File: src/rtl/hart_issue_scheduler_if.sv
// Issue-scheduler bus: thread control inputs in, issue/status outputs back.
// Optional macro SCHED_PERF_CNT_EN adds the performance counter outputs.
interface hart_issue_scheduler_if #(
  parameter int unsigned NUM_THREADS = 16,
  parameter int unsigned TID_WIDTH   = $clog2(NUM_THREADS)
);
  logic [NUM_THREADS-1:0] enable_mask_i;
  logic                   stall_i;
  logic                   park_valid_i;
  logic [TID_WIDTH-1:0]   park_tid_i;
  logic [NUM_THREADS-1:0] wake_i;
  logic                   issue_valid_o;
  logic [TID_WIDTH-1:0]   issue_tid_o;
  logic [NUM_THREADS-1:0] active_o;
  logic                   idle_o;
`ifdef SCHED_PERF_CNT_EN
  logic [31:0]            issue_count_o;
  logic [31:0]            bubble_count_o;

  modport master (
    output enable_mask_i, stall_i, park_valid_i, park_tid_i, wake_i,
    input  issue_valid_o, issue_tid_o, active_o, idle_o,
    input  issue_count_o, bubble_count_o
  );
  modport slave (
    input  enable_mask_i, stall_i, park_valid_i, park_tid_i, wake_i,
    output issue_valid_o, issue_tid_o, active_o, idle_o,
    output issue_count_o, bubble_count_o
  );
`else
  modport master (
    output enable_mask_i, stall_i, park_valid_i, park_tid_i, wake_i,
    input  issue_valid_o, issue_tid_o, active_o, idle_o
  );
  modport slave (
    input  enable_mask_i, stall_i, park_valid_i, park_tid_i, wake_i,
    output issue_valid_o, issue_tid_o, active_o, idle_o
  );
`endif
endinterface

File: src/rtl/hart_issue_scheduler.sv
// Round-robin barrel-thread issue scheduler with per-thread re-issue spacing,
// WFI park/wake and software enables. Optional macro SCHED_PERF_CNT_EN adds
// issue/bubble performance counters.
module hart_issue_scheduler #(
  parameter int unsigned NUM_THREADS = 16,
  parameter int unsigned PIPE_DEPTH  = 16
) (
  input logic                   clk,
  input logic                   reset,
  hart_issue_scheduler_if.slave bus
);
  localparam int unsigned TID_WIDTH = $clog2(NUM_THREADS);
  localparam logic [5:0]  RELOAD    = 6'(PIPE_DEPTH - 1);

  typedef enum logic [1:0] {OFF, READY, INFLIGHT, PARKED} thr_state_t;

  thr_state_t             st_q  [NUM_THREADS];
  thr_state_t             st_d  [NUM_THREADS];
  logic [5:0]             cnt_q [NUM_THREADS];
  logic [5:0]             cnt_d [NUM_THREADS];
  logic [NUM_THREADS-1:0] pend_q, pend_d;
  logic [NUM_THREADS-1:0] eligible, active_d;
  logic [TID_WIDTH-1:0]   rr_ptr_q, sel_tid, idx;
  logic                   sel_valid, park_t, wake_t, pend_t;

  function automatic thr_state_t retire(input logic pend, input logic en);
    if (pend)     return PARKED;
    else if (!en) return OFF;
    else          return READY;
  endfunction

  // Threads that may be picked this cycle.
  always_comb begin
    eligible = '0;
    for (int unsigned t = 0; t < NUM_THREADS; t++)
      eligible[t] = (st_q[t] == READY) && bus.enable_mask_i[t];
  end

  // Round-robin pick of the first eligible thread after rr_ptr.
  always_comb begin
    sel_valid = 1'b0;
    sel_tid   = rr_ptr_q;
    idx       = '0;
    if (!bus.stall_i) begin
      for (int unsigned k = 1; k <= NUM_THREADS; k++) begin
        idx = rr_ptr_q + TID_WIDTH'(k);
        if (!sel_valid && eligible[idx]) begin
          sel_valid = 1'b1;
          sel_tid   = idx;
        end
      end
    end
  end

  // Per-thread next state, countdown and park-pending flag.
  // The INFLIGHT exit fires on the cycle the countdown would reach zero, so
  // the thread is READY again exactly PIPE_DEPTH non-stalled cycles after it
  // was picked; PIPE_DEPTH=1 never enters INFLIGHT at all.
  always_comb begin
    park_t   = 1'b0;
    wake_t   = 1'b0;
    pend_t   = 1'b0;
    pend_d   = pend_q;
    active_d = '0;
    for (int unsigned t = 0; t < NUM_THREADS; t++) begin
      st_d[t]  = st_q[t];
      cnt_d[t] = cnt_q[t];
      park_t   = bus.park_valid_i && (bus.park_tid_i == TID_WIDTH'(t));
      wake_t   = bus.wake_i[t];
      pend_t   = 1'b0;
      case (st_q[t])
        OFF: begin
          if (bus.enable_mask_i[t]) st_d[t] = READY;
        end
        READY: begin
          if (!bus.enable_mask_i[t]) begin
            st_d[t] = OFF;
          end else if (sel_valid && (sel_tid == TID_WIDTH'(t))) begin
            pend_t = park_t && !wake_t;
            if (RELOAD == 6'd0) begin
              st_d[t]   = retire(pend_t, 1'b1);
              pend_d[t] = 1'b0;
            end else begin
              st_d[t]   = INFLIGHT;
              cnt_d[t]  = RELOAD;
              pend_d[t] = pend_t;
            end
          end else if (park_t && !wake_t) begin
            st_d[t] = PARKED;
          end
        end
        INFLIGHT: begin
          pend_t    = !wake_t && (park_t || pend_q[t]);
          pend_d[t] = pend_t;
          if (!bus.stall_i) begin
            if (cnt_q[t] <= 6'd1) begin
              st_d[t]   = retire(pend_t, bus.enable_mask_i[t]);
              cnt_d[t]  = '0;
              pend_d[t] = 1'b0;
            end else begin
              cnt_d[t] = cnt_q[t] - 6'd1;
            end
          end
        end
        PARKED: begin
          if (!bus.enable_mask_i[t]) st_d[t] = OFF;
          else if (wake_t)           st_d[t] = READY;
        end
        default: st_d[t] = OFF;
      endcase
      active_d[t] = (st_d[t] == READY) || (st_d[t] == INFLIGHT);
    end
  end

  // State registers and registered issue/status outputs.
  always_ff @(posedge clk or posedge reset) begin
    if (reset) begin
      for (int unsigned t = 0; t < NUM_THREADS; t++) begin
        st_q[t]  <= OFF;
        cnt_q[t] <= '0;
      end
      pend_q            <= '0;
      rr_ptr_q          <= '1;
      bus.issue_valid_o <= 1'b0;
      bus.issue_tid_o   <= '0;
      bus.active_o      <= '0;
      bus.idle_o        <= 1'b1;
    end else begin
      st_q              <= st_d;
      cnt_q             <= cnt_d;
      pend_q            <= pend_d;
      bus.issue_valid_o <= sel_valid;
      if (sel_valid) begin
        rr_ptr_q        <= sel_tid;
        bus.issue_tid_o <= sel_tid;
      end
      bus.active_o <= active_d;
      bus.idle_o   <= ~|active_d;
    end
  end

`ifdef SCHED_PERF_CNT_EN
  logic any_on;

  // Any thread not OFF makes an empty non-stalled slot count as a bubble.
  always_comb begin
    any_on = 1'b0;
    for (int unsigned t = 0; t < NUM_THREADS; t++)
      if (st_q[t] != OFF) any_on = 1'b1;
  end

  // Free-running wrap-around issue and bubble counters.
  always_ff @(posedge clk or posedge reset) begin
    if (reset) begin
      bus.issue_count_o  <= '0;
      bus.bubble_count_o <= '0;
    end else begin
      if (bus.issue_valid_o)
        bus.issue_count_o <= bus.issue_count_o + 32'd1;
      if (!bus.stall_i && !bus.issue_valid_o && any_on)
        bus.bubble_count_o <= bus.bubble_count_o + 32'd1;
    end
  end
`endif
endmodule

File: src/flat_wrapper.sv
// flat-port wrapper written by rule: the top's interface ports become plain ports
module hart_issue_scheduler_flat 
#(
  parameter int unsigned NUM_THREADS = 16,
  parameter int unsigned PIPE_DEPTH  = 16
)
  (clk, reset, bus_enable_mask_i, bus_stall_i, bus_park_valid_i, bus_park_tid_i, bus_wake_i, bus_issue_valid_o, bus_issue_tid_o, bus_active_o, bus_idle_o);
  hart_issue_scheduler_if #(.NUM_THREADS(NUM_THREADS)) bus_i ();
  input logic clk;
  input logic reset;
  input wire logic [$bits(bus_i.enable_mask_i)-1:0] bus_enable_mask_i;
  input wire logic [$bits(bus_i.stall_i)-1:0] bus_stall_i;
  input wire logic [$bits(bus_i.park_valid_i)-1:0] bus_park_valid_i;
  input wire logic [$bits(bus_i.park_tid_i)-1:0] bus_park_tid_i;
  input wire logic [$bits(bus_i.wake_i)-1:0] bus_wake_i;
  output wire logic [$bits(bus_i.issue_valid_o)-1:0] bus_issue_valid_o;
  output wire logic [$bits(bus_i.issue_tid_o)-1:0] bus_issue_tid_o;
  output wire logic [$bits(bus_i.active_o)-1:0] bus_active_o;
  output wire logic [$bits(bus_i.idle_o)-1:0] bus_idle_o;
  assign bus_i.enable_mask_i = bus_enable_mask_i;
  assign bus_i.stall_i = bus_stall_i;
  assign bus_i.park_valid_i = bus_park_valid_i;
  assign bus_i.park_tid_i = bus_park_tid_i;
  assign bus_i.wake_i = bus_wake_i;
  assign bus_issue_valid_o = bus_i.issue_valid_o;
  assign bus_issue_tid_o = bus_i.issue_tid_o;
  assign bus_active_o = bus_i.active_o;
  assign bus_idle_o = bus_i.idle_o;
  hart_issue_scheduler #(.NUM_THREADS(NUM_THREADS), .PIPE_DEPTH(PIPE_DEPTH)) u_core (.clk(clk), .reset(reset), .bus(bus_i));
endmodule
File: config.mk
export PLATFORM = sky130hd
export DESIGN_NAME = hart_issue_scheduler_flat
export DESIGN_NICKNAME = d
export VERILOG_FILES = /design/src/rtl/hart_issue_scheduler_if.sv /design/src/rtl/hart_issue_scheduler.sv /design/src/flat_wrapper.sv
export SDC_FILE = /design/constraint.sdc
export NUM_CORES = 1
export LEC_CHECK = 0
export CORE_ASPECT_RATIO = 0.5
export CORE_MARGIN = 10
export CORE_UTILIZATION = 44
export DETAILED_ROUTE_END_ITERATION = 16
export PLACE_DENSITY_LB_ADDON = 0.12
export SLEW_MARGIN = 10
export SYNTH_ARGS = -nofsm -noshare
export SYNTH_HDL_FRONTEND = slang
export SYNTH_SLANG_ARGS = --single-unit
File: constraint.sdc
create_clock -name clk -period 8.3 [get_ports clk]
set_clock_uncertainty 0.2 [all_clocks]
set_input_delay 0.83 -clock clk [delete_from_list [all_inputs] [get_ports clk]]
set_output_delay 0.83 -clock clk [all_outputs]
set_load 0.005 [all_outputs]
==> results.py <==
metrics = {
    "grt": {
        "antenna_found_initial": 1,
        "grt_max_degree": 69,
        "grt_pass1_wl_um": 67680,
        "grt_pass1_vias": 11550,
        "grt_overflow": 0,
        "grt_usage_pct": 22.86,
    },
    "final_layout": {
        "nets": 1660,
        "fin_util_pct": 50.28,
        "design_area_mm2": 0.01470,
        "antennaDiodeCount": 0,
        "syn2layout_area_growth_pct": 11.75,
        "layout-drive-gt1-share_pct": 8.030,
        "fin_cells": 1985,
    },
    "drt": {
        "post_drt_wl_per_cell_um": 22.16,
        "vias_per_cell": 6.324,
        "route.detailed.drc": 0,
        "drtIter0Drc": 1389,
        "final_antenna_net_count": 0,
        "drt_first_pass_iters": 6,
        "wirelength_um": 43990,
        "vias": 12550,
    },
    "placement": {
        "place_ws_ns": 1.624,
        "dpl.hpwl_um": 33430,
        "place.port_buffers": 61,
        "globalplace.congestion": 0.9681,
        "dpl_cell_area_mm2": 0.01410,
        "place_inst": 1953,
    },
    "synth": {
        "synth_edf_count": 0,
        "syn_area_mm2": 0.01315,
        "synth.distinct_cells": 101,
        "synth_ff_type": "dfrtp_1",
        "synth_seq_cells": 170,
        "seq_area_frac_synth_pct": 32.39,
        "async_reset_ff_share_pct": 100.0,
        "yosys_warnings": 0,
        "avgSynthCellArea_um2": 8.514,
        "synth_nets": 1624,
        "syn_inst": 1545,
    },
    "outcome": {
        "status": "completed",
    },
    "sta": {
        "worstMarginPinSlew_ns": 1.205,
        "grt_setup_unrepaired": "false",
        "layout_setup_ws_ns": 1.478,
        "slew_headroom_pct": 18.82,
        "maxSlewViolCount": 0,
        "min_period_over_period_pct": 82.19,
        "setup_violations": 0,
        "hold_viol_final": 0,
        "hold_slack_ns": 0.2749,
        "tns_ns": 0,
        "fmax_ghz": 0.1466,
        "period_minus_slack_ns": 6.822,
    },
    "setup_path": {
        "path_max_fanout": 30,
        "crit_type": "reg2reg",
        "timing.rr.start": "u_core.rr_ptr_q[1]$_DFFE_PP1P_",
        "cp-end-kind": "register",
        "crit_start": "u_core.rr_ptr_q[1]$_DFFE_PP1P_",
        "worstPathArrival_ns": 7.01,
        "worstRegToRegCells": 20,
        "reg2reg_to": "u_core.bus.idle_o$_DFF_PP1_",
        "regToRegSetupSlack_ns": 1.48,
        "endpoint": "u_core.bus.idle_o$_DFF_PP1_",
        "worst_setup_path_start_kind": "register",
        "required_ns": 8.48,
    },
    "die": {
        "ios": 62,
        "die_x_um": 264.5,
        "die_y_um": 142.3,
        "die_area_mm2": 0.03763,
        "row_count": 44,
        "start_util_pct": 45.00,
        "coreArea_mm2": 0.02923,
    },
    "cts": {
        "htreeDepth": 4,
        "cts.clk_slew.worst_paths_ns": 0.08,
        "hold_buffers": 0,
        "numCtsBuffers": 17,
        "cts_tree": "yes",
        "root_buffer": "clkbuf_16",
        "cts_num_sinks": 170,
        "ctsResizeCount": 0,
        "insertion_delay_ns": 0.46,
        "cts.path.max_buffers": 2,
        "cts_setup_buffers": 0,
    },
    "pwr": {
        "power_density_mw_per_mm2": 486.0,
        "power_mw": 7.144,
        "ir_drop_mv": 0.2754,
        "leakagePower_nw": 6.049,
    },
    "hold_path": {
        "min_path_type": "reg2reg",
    },
    "run": {
        "maxCapViolCount": 0,
    },
}
[power breakdown]
group / total, mW / leakage, nW / internal [mW] / switching, mW
clock network: 0.822 / 0.285 / 0.411 / 0.412
registers: 1.52 / 2.02 / 1.14 / 0.384
logic: 4.80 / 3.74 / 1.77 / 3.03
[state kept, by name (all words and copies together), names as in the netlist]
name                      cells
u_core.cnt_q                 96
u_core.st_q                  32
u_core.bus.active_o          16
u_core.pend_q                16
u_core.bus.issue_tid_o        4
u_core.rr_ptr_q               4
u_core.bus.idle_o             1
u_core.bus.issue_valid_o      1
[Yosys cell counts, types with 7 or more instances]
cell type  count  share of area [%]
and4b_1        7               0.53
nand3_1       22               0.84
o21ai_0      124                4.7
o211ai_1      20                1.1
and3b_1       12               0.80
buf_2         20               0.76
nor4bb_1      12               0.91
a32oi_1        8               0.53
mux2i_1       48                3.7
a21oi_1       87                3.3
nor2b_1       23                1.1
nand3b_1      21                1.2
a22oi_1        7               0.40
mux4_2        13                2.2
nand2_1      121                3.5
nand2b_1      43                2.0
and2_1        16               0.76
or2_2         10               0.48
xnor2_1       12               0.80
nand4_1        8               0.38
or3_1         45                2.1
a211o_1        7               0.47
dfrtp_1      165                 31
o22ai_1       12               0.57
o31ai_1       19                1.1
a211oi_1       8               0.46
buf_4          7               0.40
a21o_1        15               0.86
ha_1          39                3.7
nor2_1       123                3.5
o21a_1        24                1.4
a31oi_1       18               0.86
a2111oi_0     16                1.1
and3_1         8               0.38
nor4_1        21                1.0
nand4b_1      11               0.73
a22o_1        24                1.6
a21boi_0       7               0.40
nor3_1        70                2.7
clkbuf_1      34               0.97
nor3b_1        8               0.46
o31a_1         9               0.60
inv_1         84                2.4
[placed cells by master (no fill, tap or decap), types with 17 or more instances in the layout]
master	Yosys	final
dfrtp_1	165	165
o21ai_0	124	124
nor2_1	123	123
nand2_1	121	121
a21oi_1	87	87
inv_1	84	83
nor3_1	70	70
clkdlybuf4s50_1	0	60
mux2i_1	48	48
or3_1	45	45
nand2b_1	43	43
ha_1	39	39
o21a_1	24	24
a22o_1	24	24
buf_4	7	24
nor2b_1	23	23
nand3_1	22	22
nor4_1	21	21
nand3b_1	21	21
o211ai_1	20	20
o31ai_1	19	19
a31oi_1	18	18
clkbuf_16	0	17
[cells by family after synthesis]
group                    count (synthesis)  synth area share [%]
XOR/XNOR                                17                 1.132
adder cells (fa/ha/maj)                 39                 3.710
AO/OA/AOI/OAI                          480                 24.80
AND/OR/NAND/NOR                        614                 26.27
buffers and inverters                  157                 5.194
multiplexers                            68                 6.506
flip-flops                             170                 32.39
[metal layers]
layer  wire [µm]  up-vias  track usage, %
li1            -     5869               -
met3        2944       51           4.691
met5           0        -               0
met4         801        0           6.226
met1       20940     6157           32.23
met2       19300      477           34.92
[area by class of cell]
| cell class | instances | area [µm²] |
|---|---|---|
| fillers | 2708 | 14530 |
| multi-input cells | 1218 | 8210 |
| flip-flops and latches | 170 | 4260 |
| repair buffers | 86 | 805.8 |
| well taps | 391 | 489.2 |
| clock buffers | 18 | 439.2 |
| inverters | 88 | 339.1 |
| clock inverters | 14 | 155.1 |
[worst max-delay path, cell delays in order, from the launching register on]
cell and delay (ns):
dfstp_2 0.53, inv_1 0.13, buf_4 0.24, ha_1 0.49, buf_12 0.24, clkinv_2 0.27, mux2i_1 0.21, mux4_2 0.55
mux2_4 0.37, or4_4 0.62, nor4_4 0.46, a21o_4 0.24, a211o_1 0.12, and2_1 0.13, buf_4 0.24, inv_4 0.10
a2111oi_1 0.78, o31a_1 0.42, nor4b_2 0.12, nand4b_1 0.18, nor4_2 0.07
[worst min-delay path by stage]
stage	start	cells after the start	slack, ns	end
after CTS	u_core.pend_q[15]$_DFFE_PP0P_	1	0.28	u_core.pend_q[15]$_DFFE_PP0P_
after detailed placement	u_core.pend_q[15]$_DFFE_PP0P_	1	0.26	u_core.pend_q[15]$_DFFE_PP0P_
after global placement	u_core.pend_q[15]$_DFFE_PP0P_	1	0.26	u_core.pend_q[15]$_DFFE_PP0P_
after global routing	u_core.pend_q[15]$_DFFE_PP0P_	1	0.29	u_core.pend_q[15]$_DFFE_PP0P_
after floorplan	u_core.cnt_q[17]$_DFFE_PP0P_	2	0.24	u_core.cnt_q[17]$_DFFE_PP0P_
final	u_core.pend_q[15]$_DFFE_PP0P_	1	0.27	u_core.pend_q[15]$_DFFE_PP0P_
Note: power is estimated with default switching activity, not from simulation.
